`src/rtl/icmp_pipe_op_if.sv`:
```
// Handshake bundle for icmp_pipe_op: operation in, comparison result out.
// The slave modport is the pipeline's view; the master modport is the producer/consumer view.
interface icmp_pipe_op_if #(
  parameter int ParamBitWidth = 32,
  parameter int ParamTagWidth = 8
);
  logic                     in_valid;
  logic                     in_ready;
  logic [3:0]               pred;
  logic [ParamBitWidth-1:0] lhs;
  logic [ParamBitWidth-1:0] rhs;
  logic [ParamTagWidth-1:0] in_tag;
  logic                     out_valid;
  logic                     out_ready;
  logic                     ret;
  logic                     err;
  logic [ParamTagWidth-1:0] out_tag;
  logic [2:0]               occupancy;

  modport slave (
    input  in_valid, pred, lhs, rhs, in_tag, out_ready,
    output in_ready, out_valid, ret, err, out_tag, occupancy
  );

  modport master (
    output in_valid, pred, lhs, rhs, in_tag, out_ready,
    input  in_ready, out_valid, ret, err, out_tag, occupancy
  );
endinterface

```
`src/rtl/icmp_pipe_op.sv`:
```
// Pipelined integer compare: the predicate result is captured into stage 1 with its tag,
// then carried through delay stages that collapse bubbles independently.
module icmp_pipe_op #(
  parameter int ParamBitWidth = 32,
  parameter int ParamStages   = 2,
  parameter int ParamTagWidth = 8
) (
  input logic           clk,
  input logic           rst_n,
  icmp_pipe_op_if.slave bus
);
  localparam int Last = ParamStages - 1;

  logic [ParamStages-1:0]   valid_q;
  logic [ParamStages-1:0]   valid_d;
  logic [ParamStages-1:0]   load_s;
  logic [ParamStages-1:0]   ret_q;
  logic [ParamStages-1:0]   err_q;
  logic [ParamTagWidth-1:0] tag_q [ParamStages];
  logic [2:0]               occ_q;
  logic [2:0]               occ_d;
  logic [1:0]               cmp_s;

  // Returns {ret, err}; unknown predicates flag err and force ret low.
  function automatic logic [1:0] icmp_eval(input logic [3:0]               p,
                                           input logic [ParamBitWidth-1:0] a,
                                           input logic [ParamBitWidth-1:0] b);
    logic [1:0] r;
    case (p)
      4'd0:    r = {a == b, 1'b0};
      4'd1:    r = {a != b, 1'b0};
      4'd2:    r = {a >  b, 1'b0};
      4'd3:    r = {a >= b, 1'b0};
      4'd4:    r = {a <  b, 1'b0};
      4'd5:    r = {a <= b, 1'b0};
      4'd6:    r = {$signed(a) >  $signed(b), 1'b0};
      4'd7:    r = {$signed(a) >= $signed(b), 1'b0};
      4'd8:    r = {$signed(a) <  $signed(b), 1'b0};
      4'd9:    r = {$signed(a) <= $signed(b), 1'b0};
      default: r = 2'b01;
    endcase
    return r;
  endfunction

  always_comb cmp_s = icmp_eval(bus.pred, bus.lhs, bus.rhs);

  // A stage may load when it, or any stage between it and the output, has room this cycle.
  always_comb begin : load_chain
    logic room;
    room   = bus.out_ready;
    load_s = {ParamStages{1'b0}};
    for (int i = Last; i >= 0; i--) begin
      room      = room | ~valid_q[i];
      load_s[i] = room;
    end
  end

  always_comb begin
    valid_d = valid_q;
    occ_d   = 3'd0;
    if (load_s[0]) begin
      valid_d[0] = bus.in_valid;
    end else begin
      valid_d[0] = valid_q[0];
    end
    for (int i = 1; i < ParamStages; i++) begin
      if (load_s[i]) begin
        valid_d[i] = valid_q[i-1];
      end else begin
        valid_d[i] = valid_q[i];
      end
    end
    for (int i = 0; i < ParamStages; i++) begin
      occ_d = occ_d + {2'b00, valid_d[i]};
    end
  end

  // Payload only moves when real data arrives, so idle stages keep their last contents.
  always_ff @(posedge clk or negedge rst_n) begin
    if (!rst_n) begin
      valid_q <= {ParamStages{1'b0}};
      ret_q   <= {ParamStages{1'b0}};
      err_q   <= {ParamStages{1'b0}};
      occ_q   <= 3'd0;
      for (int i = 0; i < ParamStages; i++) begin
        tag_q[i] <= {ParamTagWidth{1'b0}};
      end
    end else begin
      valid_q <= valid_d;
      occ_q   <= occ_d;
      if (load_s[0] && bus.in_valid) begin
        ret_q[0] <= cmp_s[1];
        err_q[0] <= cmp_s[0];
        tag_q[0] <= bus.in_tag;
      end
      for (int i = 1; i < ParamStages; i++) begin
        if (load_s[i] && valid_q[i-1]) begin
          ret_q[i] <= ret_q[i-1];
          err_q[i] <= err_q[i-1];
          tag_q[i] <= tag_q[i-1];
        end
      end
    end
  end

  assign bus.in_ready  = load_s[0];
  assign bus.out_valid = valid_q[Last];
  assign bus.ret       = ret_q[Last];
  assign bus.err       = err_q[Last];
  assign bus.out_tag   = tag_q[Last];
  assign bus.occupancy = occ_q;
endmodule

```
`src/flat_wrapper.sv`:
```
// flat-port wrapper written by rule: the top's interface ports become plain ports
module icmp_pipe_op_flat 
#(
  parameter int ParamBitWidth = 32,
  parameter int ParamStages   = 2,
  parameter int ParamTagWidth = 8
)
  (clk, rst_n, bus_in_valid, bus_pred, bus_lhs, bus_rhs, bus_in_tag, bus_out_ready, bus_in_ready, bus_out_valid, bus_ret, bus_err, bus_out_tag, bus_occupancy);
  icmp_pipe_op_if #(.ParamBitWidth(ParamBitWidth), .ParamTagWidth(ParamTagWidth)) bus_i ();
  input logic clk;
  input logic rst_n;
  input wire logic [$bits(bus_i.in_valid)-1:0] bus_in_valid;
  input wire logic [$bits(bus_i.pred)-1:0] bus_pred;
  input wire logic [$bits(bus_i.lhs)-1:0] bus_lhs;
  input wire logic [$bits(bus_i.rhs)-1:0] bus_rhs;
  input wire logic [$bits(bus_i.in_tag)-1:0] bus_in_tag;
  input wire logic [$bits(bus_i.out_ready)-1:0] bus_out_ready;
  output wire logic [$bits(bus_i.in_ready)-1:0] bus_in_ready;
  output wire logic [$bits(bus_i.out_valid)-1:0] bus_out_valid;
  output wire logic [$bits(bus_i.ret)-1:0] bus_ret;
  output wire logic [$bits(bus_i.err)-1:0] bus_err;
  output wire logic [$bits(bus_i.out_tag)-1:0] bus_out_tag;
  output wire logic [$bits(bus_i.occupancy)-1:0] bus_occupancy;
  assign bus_i.in_valid = bus_in_valid;
  assign bus_i.pred = bus_pred;
  assign bus_i.lhs = bus_lhs;
  assign bus_i.rhs = bus_rhs;
  assign bus_i.in_tag = bus_in_tag;
  assign bus_i.out_ready = bus_out_ready;
  assign bus_in_ready = bus_i.in_ready;
  assign bus_out_valid = bus_i.out_valid;
  assign bus_ret = bus_i.ret;
  assign bus_err = bus_i.err;
  assign bus_out_tag = bus_i.out_tag;
  assign bus_occupancy = bus_i.occupancy;
  icmp_pipe_op #(.ParamBitWidth(ParamBitWidth), .ParamStages(ParamStages), .ParamTagWidth(ParamTagWidth)) u_core (.clk(clk), .rst_n(rst_n), .bus(bus_i));
endmodule
```
`config.mk`:
```
export PLATFORM = sky130hd
export DESIGN_NAME = icmp_pipe_op_flat
export DESIGN_NICKNAME = d
export VERILOG_FILES = /design/src/rtl/icmp_pipe_op_if.sv /design/src/rtl/icmp_pipe_op.sv /design/src/flat_wrapper.sv
export SDC_FILE = /design/constraint.sdc
export NUM_CORES = 1
export LEC_CHECK = 0
export ABC_AREA = 1
export BUFFER_PORTS_ARGS = -buffer_cell sky130_fd_sc_hd__buf_2
export CORE_ASPECT_RATIO = 0.6
export CORE_MARGIN = 5
export CORE_UTILIZATION = 47
export DETAILED_ROUTE_END_ITERATION = 7
export GPL_ROUTABILITY_DRIVEN = 0
export PLACE_DENSITY_LB_ADDON = 0.1
export SLEW_MARGIN = 10
export SYNTH_ARGS = -nofsm -noshare
export SYNTH_HDL_FRONTEND = slang
export SYNTH_SLANG_ARGS = --single-unit
export TNS_END_PERCENT = 30
```
`constraint.sdc`:
```
create_clock -name clk -period 1.95 [get_ports clk]
set_clock_uncertainty 0.15 [all_clocks]
set_input_delay 0.2925 -clock clk [delete_from_list [all_inputs] [get_ports clk]]
set_output_delay 0.2925 -clock clk [all_outputs]
set_load 0.02 [all_outputs]
```
==> results.md, run 1 <==
- Final core utilization: 72.4%
- Critical path class: in2reg
- Max Cap Viol: 0
- R2r setup slk: 0.60 ns
- Leakage power: 1.68 nW
- Pwr Total: 1.77 mW
- Nets: between 400 and 500
- Dominant synthesized flop cell: dfrtp_1
- Slew @ Worst Pin: 0.529 ns
- Hold Fails Final Rpt: 0
- Final Slew Violations: 0
- Mean post-synth cell area: 7.34 um2
- Drt wl/cell: between 10 and 15 um
- Critical path's slowest cell: ha_1
- Mapped Area: between 2000 and 2500 um2
- CP Launch Point: bus_rhs[11]
- Slew headroom: about 65%
- Clock Power Share: 18.7%
- Share of cells above drive strength 1: 48.5%
- Skew-Pair Late Insertion Delay: 0.26 ns
- H-Tree Depth: 1
- Critical Path AT: 1.98 ns
- Seq pwr share: 37.6%
- Sw Share: 36.0%
- Outcome: complete, but fails checks
- Crit. End Element: register
- Startpoint types: input pin
- RSZ-0062 raised after global routing: yes
- Cell mode on critical path: nand2_1
- Clock Tree Root: clkbuf_8
- Synth top area cells: dfrtp_1, ha_1, nand2_1, inv_1, mux2_2
- Residual DRC: 0
- Iteration-0 DRC count of the detailed router: 77
- Final wirelength: 5360 um
- I/O pin cnt: 95
- Dpl hpwl: 4060 um
- Failing checks: setup timing
- First-pass GRT wire length: 7220 um
- Die height: 61.4 um
- Worst Setup EP: u_core.ret_q[0]$_DFFE_PN0P_
- Syn Nets: ~400
- Yosys top cell area share: between 20 and 30%
- Row cnt: 18
- Sequential element share of the synthesized area: 29.0%
- Top cell type by total area after synthesis: dfrtp_1
- TritonCTS Buffers: 3
- Most common cell in the netlist: nand2_1
- Clock sinks: 24
- Initial Utilization: 49.4%
- Gr ovfl total: 0
- Synth Instances: 282
- Port-buffer cells: 93
- Hold crit path type: in2reg
- Post-synth EDFFs: 0
- FF+latch count, synth: 24
- Peak supply drop: about 0.00046 V
- Min setup slack post-route: -0.0185 ns
- YS warnings: 0
- GRT Overall Usage: ~16%
- ANT cells: 0
- Clock Path Buffers: 2
- Die Span X: about 96 um
- Vias in the first global route: approximately 1.7k
- Combinational power share: ~44%
- CP max stage delay: 0.33 ns
- R2R Path Start: u_core.valid_q[1]$_DFF_PN0_
- WP data required: 1.96 ns
- Initial antenna violation count: 0
- Pwr/cell area: slightly below 600 nW/um2
- Largest net degree at the start of global routing: 25
- Period minus WS final: 1.97 ns
- FFs w/ async S/R, synth: 100%
- Via count: 2036
- Synth top cells by count: nand2_1, inv_1, ha_1, dfrtp_1
- Tcrit/Tclk final: 101%
- DRT antenna net count: 0
- Total Negative Setup Slacks: -0.0185 ns
- Die area: 5880 um2
- Internal power: 1.13 mW
- Via-per-instance ratio: 4.68
- F_max: 0.508 GHz
- Crit-path max FO: 5
- Count of cell types in the netlist: 24
- Cell chain of the critical path: buf_2, inv_1, ha_1, a21oi_2, nand2_1, a21oi_2, nand2_2, nand2_4, nand2_4, nand2_2, nand3_1, a21boi_1, nand3_1, nand2_1, nand2_1
- CTS tree: built
- Area Growth Syn to Fin: 46.5%
- Setup violations, final: 1
- Worst-path clk slew: 0.08 ns
- Place WS: -0.295 ns
- Area of the core: 4190 um2
- RR Endpoint: u_core.bus.occupancy[0]$_DFF_PN0_
- Net Sw Power: 0.637 mW
- Worst R2R Path Depth: 5
- DR pass1 iterations: 4
==> sequential cells by signal, indices dropped and copies added, names as in the netlist <==
signal                flops
u_core.bus.out_tag        8
u_core.tag_q              8
u_core.bus.occupancy      2
u_core.err_q              2
u_core.ret_q              2
u_core.valid_q            2
==> power groups by stage <==
stage	registers, mW	clock network [mW]	logic (mW)
floorplan	0.702	0	0.454
global placement	0.673	0	0.645
detailed placement	0.677	0	0.657
CTS	0.667	0.345	0.661
global route	0.679	0.369	0.863
finish	0.666	0.331	0.775
==> how the worst min path moves through the flow <==
stage / start / slack [ns] / endpoint / depth (start not counted)
2_1_floorplan: rst_n / -0.15 / u_core.bus.occupancy[0]$_DFF_PN0_ / 0
3_3_place_gp: rst_n / 0.15 / u_core.bus.occupancy[1]$_DFF_PN0_ / 1
3_5_place_dp: rst_n / 0.15 / u_core.bus.out_tag[3]$_DFFE_PN0P_ / 1
4_1_cts: bus_in_tag[6] / 0.06 / u_core.tag_q[14]$_DFFE_PN0P_ / 3
5_1_grt: bus_in_tag[3] / 0.07 / u_core.tag_q[11]$_DFFE_PN0P_ / 3
6_report: bus_in_tag[6] / 0.07 / u_core.tag_q[14]$_DFFE_PN0P_ / 3
==> cell families after synthesis <==
| kind of cell | synth area share [%] |
|---|---|
| buffers and inverters | 14.3 |
| and+or+nand+nor | 25.0 |
| DFF | 29.0 |
| muxes | 3.81 |
| other | 0.181 |
| adders and majority gates | 19.9 |
| AOI/OAI and AO/OA | 7.79 |
==> cell usage in the layout, fill, tap and decap left out, types with 2 or more instances in the layout <==
| cell type | n |
|---|---|
| nor3_1 | 4 |
| inv_1 | 44 |
| dfrtp_1 | 24 |
| nor2_1 | 9 |
| buf_4 | 6 |
| ha_4 | 19 |
| buf_6 | 6 |
| a21oi_1 | 3 |
| clkbuf_8 | 4 |
| nand4_1 | 2 |
| nand2_2 | 15 |
| ha_1 | 14 |
| nand2_4 | 5 |
| nor2_2 | 5 |
| nand3_2 | 3 |
| nand2_1 | 64 |
| nand3_1 | 11 |
| a21oi_2 | 8 |
| inv_2 | 13 |
| nor2_4 | 3 |
| o21ai_0 | 9 |
| o21a_1 | 2 |
| o21ai_1 | 3 |
| buf_2 | 87 |
| mux2_2 | 7 |
==> per-stage QoR <==
stage                     hold WS [ns]  instances  cell area [um2]
after floorplan                 -0.153        282             2070
after global placement           0.147        428             2560
after detailed placement         0.151        428             2560
after CTS                       0.0583        433             2620
after global routing            0.0687        435             3030
final                           0.0666        435             3030
==> what timing repair did <==
item | 4_1_cts | 5_1_grt
hold buffers | 1 | 0
gates resized for setup | 0 | 77
setup buffers | 0 | 2
hold endpoints to repair | 24 | 0
endpoints found under the setup margin | 0 | 1
==> area by class of cell <==
| class | instances | area [um2] |
|---|---|---|
| clock buffers | 4 | 55.1 |
| fillers | 321 | 1150 |
| inverters | 57 | 214 |
| multi-input cells | 190 | 1530 |
| flip-flops and latches | 24 | 601 |
| well taps | 60 | 75.1 |
| repair buffers | 100 | 558 |
==> worst max-delay path: cells and delay by family <==
kind | cells | cell delay, ns
adders and majority gates | 1 | 0.33
and+or+nand+nor | 9 | 0.75
AOI/OAI and AO/OA | 3 | 0.50
buffers and inverters | 2 | 0.11
==> metal layers <==
layer	wire length (um)	global-route usage [%]	vias up
met3	346	3.66	2
met4	27	1.21	0
met2	2480	25.5	63
met5	0	0	-
li1	-	-	1052
met1	2500	22.9	919
Note: power is estimated with default switching activity, not from simulation.
==> run 2: changes to the inputs <==
==> constraint.sdc (replaced) <==
create_clock -name clk -period 1.95 [get_ports clk]
set_clock_uncertainty 0.15 [all_clocks]
set_input_delay 0.195 -clock clk [delete_from_list [all_inputs] [get_ports clk]]
set_output_delay 0.195 -clock clk [all_outputs]
set_load 0.02 [all_outputs]
==> run 2 against run 1 <==
Net effect: total power increased by 1.7%; die area did not move; sequential share of layout area is 1.2 points higher; the flow now finishes without violations; clock power increased by 31%; global-route usage is 0.43 points higher; setup slack improved by 0.088 ns; routed wire length decreased by 8.0%; critical path depth increased by 4; count of clock-buffer cells in the layout is 1 lower; via count fell by 2.4%; non-clock buffer count grew 6.
==> results.md, run 2 (synthesized netlist as in run 1, its figures left out) <==
- Outcome: completed
- Skew-Pair Late Insertion Delay: 0.27 ns
- Worst path bufs/invs: 4
- Port-buffer cells: 93
- Min-delay src: bus_in_tag[1]
- Startpoint types: input pin
- Slew headroom: 65.8%
- Place WS: -0.188 ns
- Setup violations, final: 0
- Seq. cell area: 601 um2
- Area of the core: between 4000 and 5000 um2
- ANT cells: 0
- GRT Overall Usage: 16.3%
- Largest net degree at the start of global routing: 25
- DR pass1 iterations: 4
- Commonest non-fill, non-tap cells in the layout: buf_2, nand2_1, inv_1
- F_max: 0.532 GHz
- CP max stage delay: around 0.27 ns
- Crit. End Element: register
- H-Tree Depth: 1
- Critical Path AT: between 1.5 and 2 ns
- Fillers: 373
- Min setup slack post-route: 0.0696 ns
- Row cnt: 18
- Peak supply drop: 0.000454 V
- Final Slew Violations: 0
- Critical path class: in2reg
- Clock sinks: 24
- Period minus WS final: roughly 1.9 ns
- Share of cells above drive strength 1: 36.7%
- DRT antenna net count: 0
- Final wirelength: 4930 um
- Vias in the first global route: ~1.7k
- TritonCTS Buffers: 3
- Max Cap Viol: 0
- Tcrit/Tclk final: 96.4%
- Iteration-0 DRC count of the detailed router: 74
- Leakage power: 1.69 nW
- GRT busiest layer: met2
- First-pass GRT wire length: 7370 um
- Die Span X: ~96 um
- Total Negative Setup Slacks: 0 ns
- R2R Path Start: u_core.valid_q[1]$_DFF_PN0_
- Slew @ Worst Pin: about 0.51 ns
- M2 GR Usage: 25.0%
- Critical path's slowest cell: ha_4
- Clock Path Buffers: 2
- Crit-path max FO: 5
- Cell chain of the critical path: buf_2, inv_1, ha_4, nand2_1, nor2_4, nand2_2, buf_4, inv_1, nand2_1, nand2_1, nand2_2, nand2_4, nand2_1, nand2_1, nand3_1, nor2_1, nand3_1, nand2_1, nand2_1
- Hold Fails Final Rpt: 0
- Initial Utilization: 49.4%
- Cell mode on critical path: nand2_1
- Commonest non-fill, non-tap cell in the layout: buf_2
- Nets: 495
- Area Growth Syn to Fin: 37.9%
- Residual DRC: 0
- Dpl hpwl: 4040 um
- Met1 Use GR: between 20% and 30%
- WP data required: between 1.5 and 2 ns
- Initial antenna violation count: 0
- Die height: between 60 and 70 um
- Pwr/cell area: 631 nW/um2
- CP Launch Point: bus_rhs[13]
- Via count: 1988
- Die area: 5880 um2
- Via-per-instance ratio: 4.51
- I/O pin cnt: between 90 and 100
- Clock Tree Root: clkbuf_8
- Met3 global-route usage: 3.79%
- CTS tree: built
- Hold crit path type: in2reg
- Drt wl/cell: 11.2 um
- Gr ovfl total: 0
- Worst-path clk slew: ~0.08 ns
- CP delay by family, top: simple AND/OR/NAND/NOR gates
- Footprint of the multi-input gates: 1310 um2
==> run 2: layer usage <==
layer  up-vias  routed length, um
met3         5                394
met4         0                 36
met5         -                  0
met2        63               2070
met1       850               2430
li1       1070                  -
==> run 2: final timing paths <==
| kind | depth (start not counted) | end | slack [ns] |
|---|---|---|---|
| max | 19 | u_core.ret_q[0]$_DFFE_PN0P_ | 0.07 |
| min | 3 | u_core.tag_q[9]$_DFFE_PN0P_ | 0.001 |
| max reg2reg | 4 | u_core.bus.occupancy[0]$_DFF_PN0_ | 0.42 |
| min reg2reg | 2 | u_core.bus.out_tag[2]$_DFFE_PN0P_ | 0.33 |
| max in group asynchronous | 2 | u_core.ret_q[0]$_DFFE_PN0P_ | 1.02 |
| min in group asynchronous | 2 | u_core.bus.occupancy[0]$_DFF_PN0_ | 0.28 |
==> run 2: tightest hold or removal path: cells and delay by family <==
| kind | cells | cell delay [ns] |
|---|---|---|
| buffers and inverters | 1 | 0.07 |
| AOI/OAI and AO/OA | 1 | 0.07 |
| and+or+nand+nor | 1 | 0.05 |
==> run 2: layout make-up <==
cell class                 count  area share, %
multi-input combinational    190           45.9
sequential                    24           21.0
timing repair buffer         106           20.4
inverter                      57           7.49
tap                           60           2.63
clock buffer                   3           1.45
clock inverter                 1           1.05
==> run 2: report_power, final <==
| group | internal [mW] | switching [mW] | total [mW] |
|---|---|---|---|
| combinational | 0.303 | 0.401 | 0.704 |
| clock | 0.274 | 0.157 | 0.432 |
| sequential | 0.613 | 0.0529 | 0.666 |
| total | 1.19 | 0.611 | 1.80 |
==> run 2: through the flow <==
| stage | area (um2) | utilization [%] | power [mW] | hold slack, ns | instances |
|---|---|---|---|---|---|
| floorplan | 2070 | - | 1.16 | -0.251 | 282 |
| finish | 2860 | 68.2 | 1.80 | 0.00124 | 441 |
| global placement | 2560 | 61.1 | 1.32 | 0.0524 | 428 |
| global route | 2860 | 68.2 | 1.94 | 0.0142 | 441 |
| CTS | 2710 | 64.7 | 1.77 | 0.00338 | 440 |
| detailed placement | 2560 | 61.1 | 1.33 | 0.0489 | 428 |
==> run 2: what timing repair did <==
action                                 4_1_cts  5_1_grt
buffers inserted                             0        1
setup endpoints to repair                    0        1
hold buffers                                 8        0
endpoints found under the hold margin       31        0
resized for setup                            0       25
==> run 3: changes to the inputs <==
Settings changed: CORE_MARGIN 5 to default, HOLD_SLACK_MARGIN from default to 0.05, TNS_END_PERCENT 30 to default.
==> run 3 against run 2 <==
Net effect: combinational power fell by 0.7%; total power shrank 5.6%; flip-flop and latch count unchanged; routed wire length decreased by 7.8%; sequential share of layout area is 0.26 points higher; critical path type unchanged; global-route usage up 3.8 points; clock power is 23% lower; die area fell by 20%; setup slack gained 0.091 ns; hold slack improved by 0.062 ns; count of clock-buffer cells in the layout increased by 1; critical path depth shrank 2.
==> results.md, run 3 (synthesized netlist as in run 1, its figures left out) <==
- Fin area: ~2800 um2
- Total Negative Setup Slacks: 0 ns
- CP delay by family, top: simple AND/OR/NAND/NOR gates
- Residual DRC: 0
- Worst-path clk slew: 0.07 ns
- Final Slew Violations: 0
- Setup violations, final: 0
- Critical Path AT: between 1.5 and 2 ns
- TritonCTS Buffers: 3
- Cell Area, Placed: between 2000 and 3000 um2
- GRT Overall Usage: 20.1%
- Fillers: 367
- Initial antenna violation count: 0
- WP data required: 1.95 ns
- Footprint of the multi-input gates: ~1300 um2
- Area Growth Syn to Fin: 36.2%
- Pwr/cell area: 603 nW/um2
- CP max stage delay: 0.32 ns
- F_max: 0.559 GHz
- Tcrit/Tclk final: between 90% and 100%
- Via count: 1987
- Met1 Use GR: 28.7%
- WHS: 0.0634 ns
- Largest net degree at the start of global routing: 25
- Commonest non-fill, non-tap cells in the layout: buf_2, nand2_1, inv_1
- Seq. cell area: 601 um2
- R2r setup slk: just under 0.4 ns
- Row cnt: 18
- Port-buffer cells: 93
- Vias in the first global route: roughly 1.7k
- Skew-Pair Late Insertion Delay: 0.27 ns
- Worst path bufs/invs: 3
- DRT antenna net count: 0
- Hold crit path type: in2reg
- Slew headroom: between 60% and 70%
- M2 GR Usage: 31.3%
- Crit. End Element: register
- CTS tree: built
- Dpl hpwl: ~3600 um
- Critical path's slowest cell: ha_1
- Area of the core: 4170 um2
- Hold Fails Final Rpt: 0
- Critical path class: in2reg
- I/O pin cnt: 95
- Final core utilization: roughly 68%
- DR pass1 iterations: 4
- Outcome: completed
- Startpoint types: input pin
- GRT busiest layer: met2
- Max Cap Viol: 0
- Gr ovfl total: 0
- Cell chain of the critical path: buf_2, inv_1, ha_1, a21oi_2, o21ai_0, a21oi_2, nand2_1, nand2_4, nand2_4, nand2_1, nand2_1, nand3_1, nand2_1, inv_1, nand3_1, nand2_1, nand2_1
- Leakage power: 1.69 nW
- Slew @ Worst Pin: between 0.5 and 0.6 ns
- Clock Tree Root: clkbuf_8
- Commonest non-fill, non-tap cell in the layout: buf_2
- Final wirelength: 4540 um
- Clock Path Buffers: 2
- Clock sinks: 24
- Initial Utilization: between 40% and 50%
- Met3 global-route usage: 4.06%
- Crit-path max FO: 5
- Drt wl/cell: 10.3 um
- Cell mode on critical path: nand2_1
- Period minus WS final: 1.79 ns
- Via-per-instance ratio: between 4 and 5
- Die height: 53.4 um
- Iteration-0 DRC count of the detailed router: 72
- ANT cells: 0
- H-Tree Depth: 1
- Peak supply drop: ~0.00035 V
- First-pass GRT wire length: 7180 um
- Die area: ~4700 um2
- Nets: 495
- Share of cells above drive strength 1: 35.2%
- Die Span X: 87.7 um
-- run 3: cell types whose count changed in the layout (fill, tap and decap cells not counted), moves of 2 or more --
cell	previous run	this run
inv_1	57	55
inv_2	0	2
nand2_2	10	4
nand2_4	2	4
nand2_1	72	76
-- run 3: worst register-to-register path, cell delays in order (launching register included) --
cell and delay [ns]:
dfrtp_1 0.36, nand2_1 0.08, nand2_1 0.40, nand2_1 0.15, ha_1 0.31
-- run 3: final cells by class --
| type | instances | share of cell area, % |
|---|---|---|
| multi-input combinational | 190 | 45.7 |
| sequential | 24 | 21.3 |
| timing repair buffer | 106 | 20.8 |
| inverter | 57 | 7.59 |
| tap | 60 | 2.66 |
| clock buffer | 4 | 1.95 |
-- run 3: repair_timing --
action,CTS,global route
hold buffers,9,0
resized for setup,0,23
endpoints found under the setup margin,0,1
endpoints found under the hold margin,32,0
buffers inserted,0,1
-- run 3: layer usage --
layer / share of wire, % / vias up
met1: 54 / 855
met3: 5.0 / 5
met4: 0.68 / 0
met2: 41 / 56
met5: 0 / -
li1: - / 1071
-- run 3: path summary, 6_finish.rpt --
| check | from | cells past startpoint | end |
|---|---|---|---|
| worst max-delay path | bus_rhs[15] | 17 | u_core.ret_q[0]$_DFFE_PN0P_ |
| worst min-delay path | bus_pred[3] | 3 | u_core.err_q[0]$_DFFE_PN0P_ |
| worst max register to register | u_core.valid_q[1]$_DFF_PN0_ | 4 | u_core.bus.occupancy[0]$_DFF_PN0_ |
| worst min register to register | u_core.tag_q[14]$_DFFE_PN0P_ | 2 | u_core.tag_q[14]$_DFFE_PN0P_ |
| max in group asynchronous | rst_n | 2 | u_core.bus.out_tag[6]$_DFFE_PN0P_ |
| min in group asynchronous | rst_n | 2 | u_core.bus.occupancy[1]$_DFF_PN0_ |
-- run 3: where the power goes --
part	total, mW	internal, mW	switching (mW)
combinational	0.699	0.303	0.396
clock	0.334	0.180	0.154
sequential	0.668	0.613	0.0542
total	1.70	1.10	0.604
-- run 3: metrics by stage --
step	power (mW)	worst slack, ns	cells
finish	1.70	0.161	441
global route	1.82	-0.0236	441
CTS	1.67	0.0806	440
detailed placement	1.33	-0.183	427
global placement	1.31	-0.140	427
floorplan	1.16	0.0836	282
